==> src/rtl/bcd_key_entry.sv <==
// Keypad digit-entry buffer: assembles up to four BCD digits and
// hands the committed value downstream over a valid/ack pair.
//
// Ports:
//   clk, rst         clock, async active-high reset
//   key_code         0-9 digit, CODE_CLR, CODE_BSP or CODE_ENT
//   key_valid        key_code offered this cycle
//   key_ready        key accepted when key_valid && key_ready
//   live             edit buffer {th, hu, te, un}, BCD
//   count            digits currently entered, 0..4
//   N1..N4           committed digits, thousands..units
//   out_valid        N1..N4 hold a committed value
//   out_ack          consumer has taken N1..N4
//   err              one-cycle pulse on a rejected key
module bcd_key_entry #(
  parameter logic [3:0] CODE_CLR = 4'hA,
  parameter logic [3:0] CODE_BSP = 4'hB,
  parameter logic [3:0] CODE_ENT = 4'hC
) (
  input  logic        clk,
  input  logic        rst,
  input  logic [3:0]  key_code,
  input  logic        key_valid,
  output logic        key_ready,
  output logic [15:0] live,
  output logic [2:0]  count,
  output logic [3:0]  N1,
  output logic [3:0]  N2,
  output logic [3:0]  N3,
  output logic [3:0]  N4,
  output logic        out_valid,
  input  logic        out_ack,
  output logic        err
);

  typedef enum logic {
    EDIT = 1'b0,
    HOLD = 1'b1
  } state_t;

  state_t      state, state_nx;
  logic [15:0] live_q, live_nx;
  logic [2:0]  cnt_q, cnt_nx;
  logic [15:0] n_q, n_nx;
  logic        err_q, err_nx;

  logic take;
  logic is_dig;
  logic is_clr;
  logic is_bsp;
  logic is_ent;
  logic full;
  logic empty;

  assign take   = key_valid && (state == EDIT);
  assign is_dig = key_code < 4'd10;
  assign is_clr = key_code == CODE_CLR;
  assign is_bsp = key_code == CODE_BSP;
  assign is_ent = key_code == CODE_ENT;
  assign full   = cnt_q == 3'd4;
  assign empty  = cnt_q == 3'd0;

  always_ff @(posedge clk or posedge rst) begin
    if (rst) begin
      state  <= EDIT;
      live_q <= '0;
      cnt_q  <= '0;
      n_q    <= '0;
      err_q  <= 1'b0;
    end else begin
      state  <= state_nx;
      live_q <= live_nx;
      cnt_q  <= cnt_nx;
      n_q    <= n_nx;
      err_q  <= err_nx;
    end
  end

  always_comb begin
    state_nx = state;
    live_nx  = live_q;
    cnt_nx   = cnt_q;
    n_nx     = n_q;
    err_nx   = 1'b0;
    unique case (state)
      EDIT: begin
        if (take) begin
          unique case (1'b1)
            is_dig: begin
              if (full) begin
                err_nx = 1'b1;
              end else begin
                live_nx = {live_q[11:0], key_code};
                cnt_nx  = cnt_q + 3'd1;
              end
            end
            is_bsp: begin
              if (!empty) begin
                live_nx = {4'h0, live_q[15:4]};
                cnt_nx  = cnt_q - 3'd1;
              end
            end
            is_clr: begin
              live_nx = '0;
              cnt_nx  = '0;
            end
            is_ent: begin
              if (empty) begin
                err_nx = 1'b1;
              end else begin
                // live stays so the display keeps the value
                n_nx     = live_q;
                state_nx = HOLD;
              end
            end
            default: ;
          endcase
        end
      end
      HOLD: begin
        // a key offered alongside ack waits for EDIT
        if (out_ack) begin
          live_nx  = '0;
          cnt_nx   = '0;
          state_nx = EDIT;
        end
      end
      default: state_nx = EDIT;
    endcase
  end

  always_comb begin
    // no key is taken while reset is held
    key_ready = (state == EDIT) && !rst;
    out_valid = state == HOLD;
    live      = live_q;
    count     = cnt_q;
    N1        = n_q[15:12];
    N2        = n_q[11:8];
    N3        = n_q[7:4];
    N4        = n_q[3:0];
    err       = err_q;
  end

endmodule
==> config.mk <==
export PLATFORM = sky130hd
export DESIGN_NAME = bcd_key_entry
export DESIGN_NICKNAME = d
export VERILOG_FILES = /design/src/rtl/bcd_key_entry.sv
export SDC_FILE = /design/constraint.sdc
export NUM_CORES = 1
export LEC_CHECK = 0
export BUFFER_PORTS_ARGS = -buffer_cell sky130_fd_sc_hd__clkbuf_2
export CORE_UTILIZATION = 54
export CTS_BUF_LIST = sky130_fd_sc_hd__clkbuf_4
export DETAILED_ROUTE_END_ITERATION = 6
export PLACE_DENSITY = 0.93
export SLEW_MARGIN = 10
export SYNTH_ARGS = -nofsm -noshare
export SYNTH_HDL_FRONTEND = slang
export SYNTH_SLANG_ARGS = --single-unit
==> constraint.sdc <==
create_clock -name clk -period 2.37 [get_ports clk]
set_input_delay 0.237 -clock clk [delete_from_list [all_inputs] [get_ports clk]]
set_output_delay 0.237 -clock clk [all_outputs]
set_load 0.02 [all_outputs]
==> results.py, run 1 <==
metrics = {
    "yosys": {
        "yosys.area.top_type": "dfrtp_1",
        "synthCells": 128,
        "syn_area_per_cell_um2": 13.40,
        "synth.area.top_cells": "dfrtp_1, mux2_4, mux2_2, a221o_1, and2_1",
        "async_flop_share": 1.000,
        "synth_top_area_frac": 0.5398,
        "synth_top_flop_cell": "dfrtp_1",
        "synth-seq-cells": 37,
        "yosysSeqAreaShare": 0.5398,
        "synth_warnings": 0,
        "synth-edff-count": 0,
        "yosysMostFrequentCell": "dfrtp_1",
        "syn_area_mm2": 0.001715,
        "ys_types": 43,
        "syn_nets": 137,
        "synth_common_cells": "dfrtp_1, a221o_1, mux2_2, mux2_4, and2_1",
    },
    "worst_hold_path": {
        "min_path_cells": 2,
        "min_path_type": "primary input to register",
        "hold_path_startpoint": "out_ack",
        "min_to": "out_valid$_DFF_PP0_",
    },
    "clock_network": {
        "cts_buffers": 5,
        "cts_root_buffer": "clkbuf_4",
        "clk_latency_ns": 0.35,
        "clkTransAtPathRegs_ns": 0.10,
        "cts.sinks": 37,
        "ctsHtreeMaxLevel": 2,
        "post_cts_buffers": 0,
        "cts_tree": "yes",
        "cts_max_path_buffers": 2,
    },
    "job": {
        "maxCapViolations": 0,
    },
    "power_and_ir_drop": {
        "ir_worst_vdd_uv": 655.0,
        "power_density_mw_per_mm2": 1291,
        "combPwrFrac": 0.446,
        "swShare": 0.4291,
        "clkPwrFrac": 0.112,
        "intPower_mw": 1.512,
        "switching_power_mw": 1.136,
        "seqPwrFrac": 0.442,
        "p_leak_nw": 1.059,
    },
    "grt": {
        "grt_pass1_wl_mm": 6.092,
        "overflow": 0,
        "antenna_found_initial": 0,
        "grt_max_degree": 38,
        "grt_pass1_vias": 1264,
        "grt_usage": 0.2456,
    },
    "critical_path": {
        "r2r_cells": 4,
        "end_kind": "register",
        "cp-startpoint": "count[2]$_DFFE_PP0P_",
        "cp-start-kind": "register",
        "reg2reg_to": "n_q[13]$_DFFE_PP0P_",
        "r2r_slack_ns": 0.19,
        "path_class": "register to register",
        "r2r_start": "count[2]$_DFFE_PP0P_",
        "crit_required_ns": 2.61,
        "crit_arrival_ns": 2.42,
        "cp_max_fo": 10,
    },
    "floorplan": {
        "dieArea_mm2": 0.003406,
        "num_io_pins": 46,
        "start_util": 0.5665,
        "fp.dieW_um": 58.36,
        "fp.coreArea_mm2": 0.003028,
        "die_y_um": 58.36,
        "row_count": 20,
    },
    "cells_and_area": {
        "num_antenna_cells": 0,
        "final-instance-count-excl-fill": 225,
        "nNetsFinal": 191,
        "fin_util": 0.6773,
        "drive_gt1_frac": 0.4641,
        "fillers": 210,
        "design_area_mm2": 0.002051,
        "area_growth_pct": 19.55,
    },
    "timing": {
        "fin_crit_ns": 2.180,
        "finalSetupViolCount": 0,
        "slew_headroom": 0.3633,
        "rsz0062_at_grt": "false",
        "finalSetupTns_ns": 0,
        "hold_viol": 0,
        "period_share": 0.9199,
        "clock_skew_ns": 0.007529,
        "worst_pin_slew_ns": 0.9532,
        "finalMaxSlewViolations": 0,
        "fmax_mhz": 458.7,
        "fin_ws_ns": 0.1898,
    },
    "place": {
        "gp_congestion": 0.8465,
        "hpwl_mm": 2.698,
        "io_buffers": 45,
        "detailed_place.area_mm2": 0.001998,
        "dpl_worst_slack_ns": 0.2949,
        "dp_cells": 218,
    },
    "drt": {
        "first_pass_iters": 4,
        "ant_nets": 0,
        "via_per_inst": 5.804,
        "wl_mm": 3.644,
        "drc_errors": 0,
        "drt_iter0_markers": 81,
        "wire_per_inst_um": 16.20,
        "vias": 1306,
    },
    "status": {
        "outcome": "complete, no violations",
    },
}
==> repair_timing <==
action,4_1_cts,5_1_grt
hold buffers,1,0
gates resized for setup,0,0
hold endpoints to repair,27,0
==> registers in the layout, summed over array words and instances (netlist names) <==
name	count
n_q	16
err	1
count	3
out_valid	1
live	16
==> layout make-up <==
class                           count  area, um2  share of cell area
Multi-Input combinational cell     84      743.2              0.3624
Clock inverter                      1      5.005            0.002441
Tap cell                           44      55.05             0.02685
Inverter                            3      11.26            0.005491
Timing Repair Buffer               51      272.8              0.1330
Sequential cell                    37      925.9              0.4515
Clock buffer                        5      37.54             0.01830
==> placed cells by master, fill, tap and decap left out, types with 3 or more instances in the layout <==
| master | count |
|---|---|
| clkbuf_2 | 45 |
| dfrtp_1 | 37 |
| mux2_4 | 9 |
| mux2_2 | 9 |
| a221o_1 | 9 |
| and2_1 | 7 |
| nand2_1 | 5 |
| clkbuf_4 | 5 |
| buf_4 | 5 |
| nand3_1 | 4 |
| a22o_1 | 4 |
| nor3_1 | 3 |
| nor2_1 | 3 |
| o21ai_0 | 3 |
| inv_1 | 3 |
==> worst max-delay path, stage by stage (launching register included) <==
cell     delay [ns]
dfrtp_1        0.45
nor3_1         0.50
or3b_1         0.45
buf_4          0.29
mux2_2         0.36
==> power groups by stage <==
stage | clock, mW | combinational (mW) | sequential (mW)
after detailed placement | 0 | 1.18 | 1.18
after global routing | 0.333 | 1.27 | 1.21
final | 0.297 | 1.18 | 1.17
after global placement | 0 | 1.15 | 1.15
after CTS | 0.307 | 1.19 | 1.17
after floorplan | 0 | 0.459 | 1.46
==> through the flow <==
| step | hold slack (ns) | power [mW] |
|---|---|---|
| 3_3_place_gp | 0.3448 | 2.300 |
| 4_1_cts | 0.07076 | 2.663 |
| 3_5_place_dp | 0.3747 | 2.362 |
| 5_1_grt | 0.1049 | 2.816 |
| 2_1_floorplan | 0.3243 | 1.914 |
| 6_report | 0.08194 | 2.648 |
==> worst max-delay path by stage <==
stage / endpoint / slack (ns) / cells past startpoint
2_1_floorplan: live[11]$_DFFE_PP0P_ / 0.49 / 5
3_3_place_gp: n_q[11]$_DFFE_PP0P_ / 0.37 / 4
3_5_place_dp: n_q[13]$_DFFE_PP0P_ / 0.29 / 4
4_1_cts: n_q[13]$_DFFE_PP0P_ / 0.27 / 4
5_1_grt: n_q[13]$_DFFE_PP0P_ / 0.14 / 4
6_report: n_q[13]$_DFFE_PP0P_ / 0.19 / 4
==> routing by layer <==
layer  wire length, um  global-route usage
met5                 0                   0
met4                99              0.1020
met3               170             0.06813
met2              1863              0.3957
met1              1510              0.3155
==> kinds of logic (layout without fill, tap and decap cells) <==
logic type               after synthesis  count (layout)  share of synthesized area
flip-flops                            37              37                     0.5398
AND/OR/NAND/NOR                       35              35                     0.1320
AO/OA/AOI/OAI                         29              29                     0.1473
multiplexers                          18              18                     0.1379
buffers and inverters                  7              60                    0.03063
adder cells (fa/ha/maj)                1               1                   0.007293
XOR/XNOR                               1               1                   0.005107
(Power assumes the default switching activity.)
==> run 2: changes to the inputs <==
- ABC_AREA: unset -> 1
- PLACE_DENSITY: 0.93 -> 0.92
==> results.py, run 2 <==
metrics = {
    "drt": {
        "via_per_inst": 5.076,
        "wl_mm": 3.983,
        "drt_iter0_markers": 79,
        "ant_nets": 0,
        "drc_errors": 0,
        "wire_per_inst_um": 12.68,
        "first_pass_iters": 4,
        "vias": 1594,
    },
    "power_and_ir_drop": {
        "power_density_mw_per_mm2": 1250,
        "swShare": 0.4673,
        "p_leak_nw": 1.127,
        "ir_worst_vdd_uv": 605.0,
        "combPwrFrac": 0.457,
        "clkPwrFrac": 0.120,
        "seqPwrFrac": 0.424,
        "switching_power_mw": 1.206,
        "intPower_mw": 1.375,
    },
    "worst_hold_path": {
        "min_path_type": "primary input to register",
        "min_path_cells": 3,
        "min_to": "live[0]$_DFFE_PP0P_",
        "hold_path_startpoint": "key_code[0]",
    },
    "critical_path": {
        "r2r_slack_ns": 0.43,
        "path_class": "register to register",
        "cp_max_fo": 32,
        "r2r_start": "out_valid$_DFF_PP0_",
        "cp_cell_sequence": "inv_2, or2_1, nand4_2, o21ai_1",
        "r2r_cells": 4,
        "reg2reg_to": "live[11]$_DFFE_PP0P_",
        "crit_arrival_ns": 2.18,
        "end_kind": "register",
        "crit_required_ns": 2.62,
        "cp-start-kind": "register",
        "slowest_delay_ns": 0.59,
        "cp_slowest_cell": "nand4_2",
    },
    "yosys": {
        "synthMuxAreaShare": 0,
        "synthXorXnorAreaFrac": 0,
        "synth_top_family_by_area": "simple AND/OR/NAND/NOR gates",
        "yosysSeqAreaShare": 0.5259,
        "syn_area_per_cell_um2": 7.894,
        "synth-seq-cells": 37,
        "yosys.area.top_type": "dfrtp_1",
        "synthSimpleGateAreaFrac": 0.2232,
        "async_flop_share": 1.000,
        "yosysMostFrequentCell": "nand2_1",
        "syn_area_mm2": 0.001760,
        "synth_common_cells": "nand2_1, dfrtp_1, inv_1, o21ai_1, o21ai_0",
        "syn_nets": 232,
        "synth_warnings": 0,
        "synth_compound_area_frac": 0.1471,
        "synth_top_area_frac": 0.5259,
        "synth-edff-count": 0,
        "synthCells": 223,
        "synth_top_flop_cell": "dfrtp_1",
        "ys_types": 20,
        "synth.area.top_cells": "dfrtp_1, nand2_1, o21ai_1, inv_1, o22ai_1",
        "synthAdderAreaFrac": 0.007107,
    },
    "place": {
        "io_buffers": 45,
        "dp_cells": 305,
        "hpwl_mm": 2.931,
        "gp_congestion": 0.9608,
    },
    "grt": {
        "grt_max_degree": 38,
        "grt_pass1_wl_mm": 6.844,
        "grtUsageMet2": 0.3994,
        "grt_pass1_vias": 1473,
        "overflow": 0,
        "met3_usage": 0.07205,
        "antenna_found_initial": 0,
        "grt_usage": 0.2694,
        "use_met1": 0.3728,
        "busiest_layer": "met2",
    },
    "timing": {
        "finalSetupTns_ns": 0,
        "worst_pin_slew_ns": 0.7374,
        "fmax_mhz": 516.4,
        "rsz0062_at_grt": "false",
        "clock_skew_ns": 0.01039,
        "finalSetupViolCount": 0,
        "period_share": 0.8171,
        "fin_crit_ns": 1.937,
        "finalMaxSlewViolations": 0,
        "hold_viol": 0,
        "slew_headroom": 0.5073,
    },
    "clock_network": {
        "cts_tree": "yes",
        "cts_root_buffer": "clkbuf_4",
        "ctsHtreeMaxLevel": 2,
        "post_cts_buffers": 0,
        "clkTransAtPathRegs_ns": 0.11,
        "cts_max_path_buffers": 2,
        "cts_buffers": 5,
        "cts.sinks": 37,
        "clk_latency_ns": 0.35,
    },
    "job": {
        "maxCapViolations": 0,
    },
    "floorplan": {
        "row_count": 20,
        "start_util": 0.5720,
        "fp.coreArea_mm2": 0.003078,
        "fp.dieW_um": 59.10,
        "die_y_um": 59.10,
        "dieArea_mm2": 0.003492,
        "num_io_pins": 46,
    },
    "cells_and_area": {
        "nNetsFinal": 278,
        "num_antenna_cells": 0,
        "layout_commonest_cell": "nand2_1",
        "area_growth_pct": 17.34,
        "final-instance-count-excl-fill": 314,
        "layout_common_cells": "nand2_1, clkbuf_2, dfrtp_1",
        "fillers": 295,
        "drive_gt1_frac": 0.2296,
    },
    "status": {
        "outcome": "complete, no violations",
    },
}
run 2: cell types whose count changed in the layout (fill, tap and decap cells not counted), moves of 5 or more:
cell | previous run | this run
nand2_1 | 5 | 77
inv_1 | 3 | 27
o21ai_1 | 0 | 24
a221o_1 | 9 | 0
mux2_2 | 9 | 0
mux2_4 | 9 | 0
o22ai_1 | 0 | 9
o21ai_0 | 3 | 11
and2_1 | 7 | 0
inv_2 | 0 | 5
run 2: logic make-up after synthesis:
family / Yosys count
AOI/OAI and AO/OA: 47
buffers and inverters: 41
and+or+nand+nor: 97
adders and majority gates: 1
DFF: 37
run 2: final cells by class:
cell class                      instances  area, um2  share of cell area
Inverter                               32      120.1             0.05815
Clock buffer                            5      37.54             0.01817
Multi-Input combinational cell        145      664.4              0.3216
Timing Repair Buffer                   48      250.2              0.1211
Tap cell                               44      55.05             0.02665
Sequential cell                        37      925.9              0.4482
Clock inverter                          3      12.51            0.006057
run 2: power groups by stage:
| stage | combinational [mW] | clock, mW | sequential, mW |
|---|---|---|---|
| after CTS | 1.18 | 0.315 | 1.09 |
| after detailed placement | 1.18 | 0 | 1.10 |
| final | 1.18 | 0.309 | 1.09 |
| after global routing | 1.32 | 0.348 | 1.13 |
| after global placement | 1.14 | 0 | 1.09 |
| after floorplan | 0.479 | 0 | 1.39 |
run 2: worst max-delay path by stage:
stage / start / depth (start not counted) / endpoint
2_1_floorplan: key_code[1] / 14 / count[2]$_DFFE_PP0P_
3_3_place_gp: out_valid$_DFF_PP0_ / 5 / count[1]$_DFFE_PP0P_
3_5_place_dp: out_valid$_DFF_PP0_ / 4 / live[11]$_DFFE_PP0P_
4_1_cts: out_valid$_DFF_PP0_ / 4 / live[11]$_DFFE_PP0P_
5_1_grt: out_valid$_DFF_PP0_ / 5 / live[7]$_DFFE_PP0P_
6_report: out_valid$_DFF_PP0_ / 4 / live[11]$_DFFE_PP0P_
run 2: layer usage:
layer | part of all wire | vias up
met5 | 0 | -
met4 | 0.020 | 0
met3 | 0.048 | 7
met2 | 0.46 | 53
met1 | 0.47 | 733
li1 | - | 801
run 2: worst max-delay path: cells and delay by family (launching register included):
family	cells	cell delay (ns)
AND/OR/NAND/NOR	2	0.77
flip-flops	1	0.44
AO/OA/AOI/OAI	1	0.37
buffers and inverters	1	0.24
run 2: per-stage QoR:
stage	worst slack (ns)	total power [mW]	hold WS, ns	util	area, um2
after floorplan	1.020	1.866	0.3883	-	1760
after global placement	0.5802	2.237	0.3625	0.6516	2006
after detailed placement	0.4836	2.284	0.3698	0.6516	2006
after CTS	0.4264	2.591	0.1684	0.6711	2066
after global routing	0.2043	2.792	0.1941	0.6711	2066
final	0.4334	2.581	0.1756	0.6711	2066
run 2: what timing repair did:
action,4_1_cts,5_1_grt
hold buffers,1,0
gates resized for setup,0,0
hold endpoints to repair,37,0
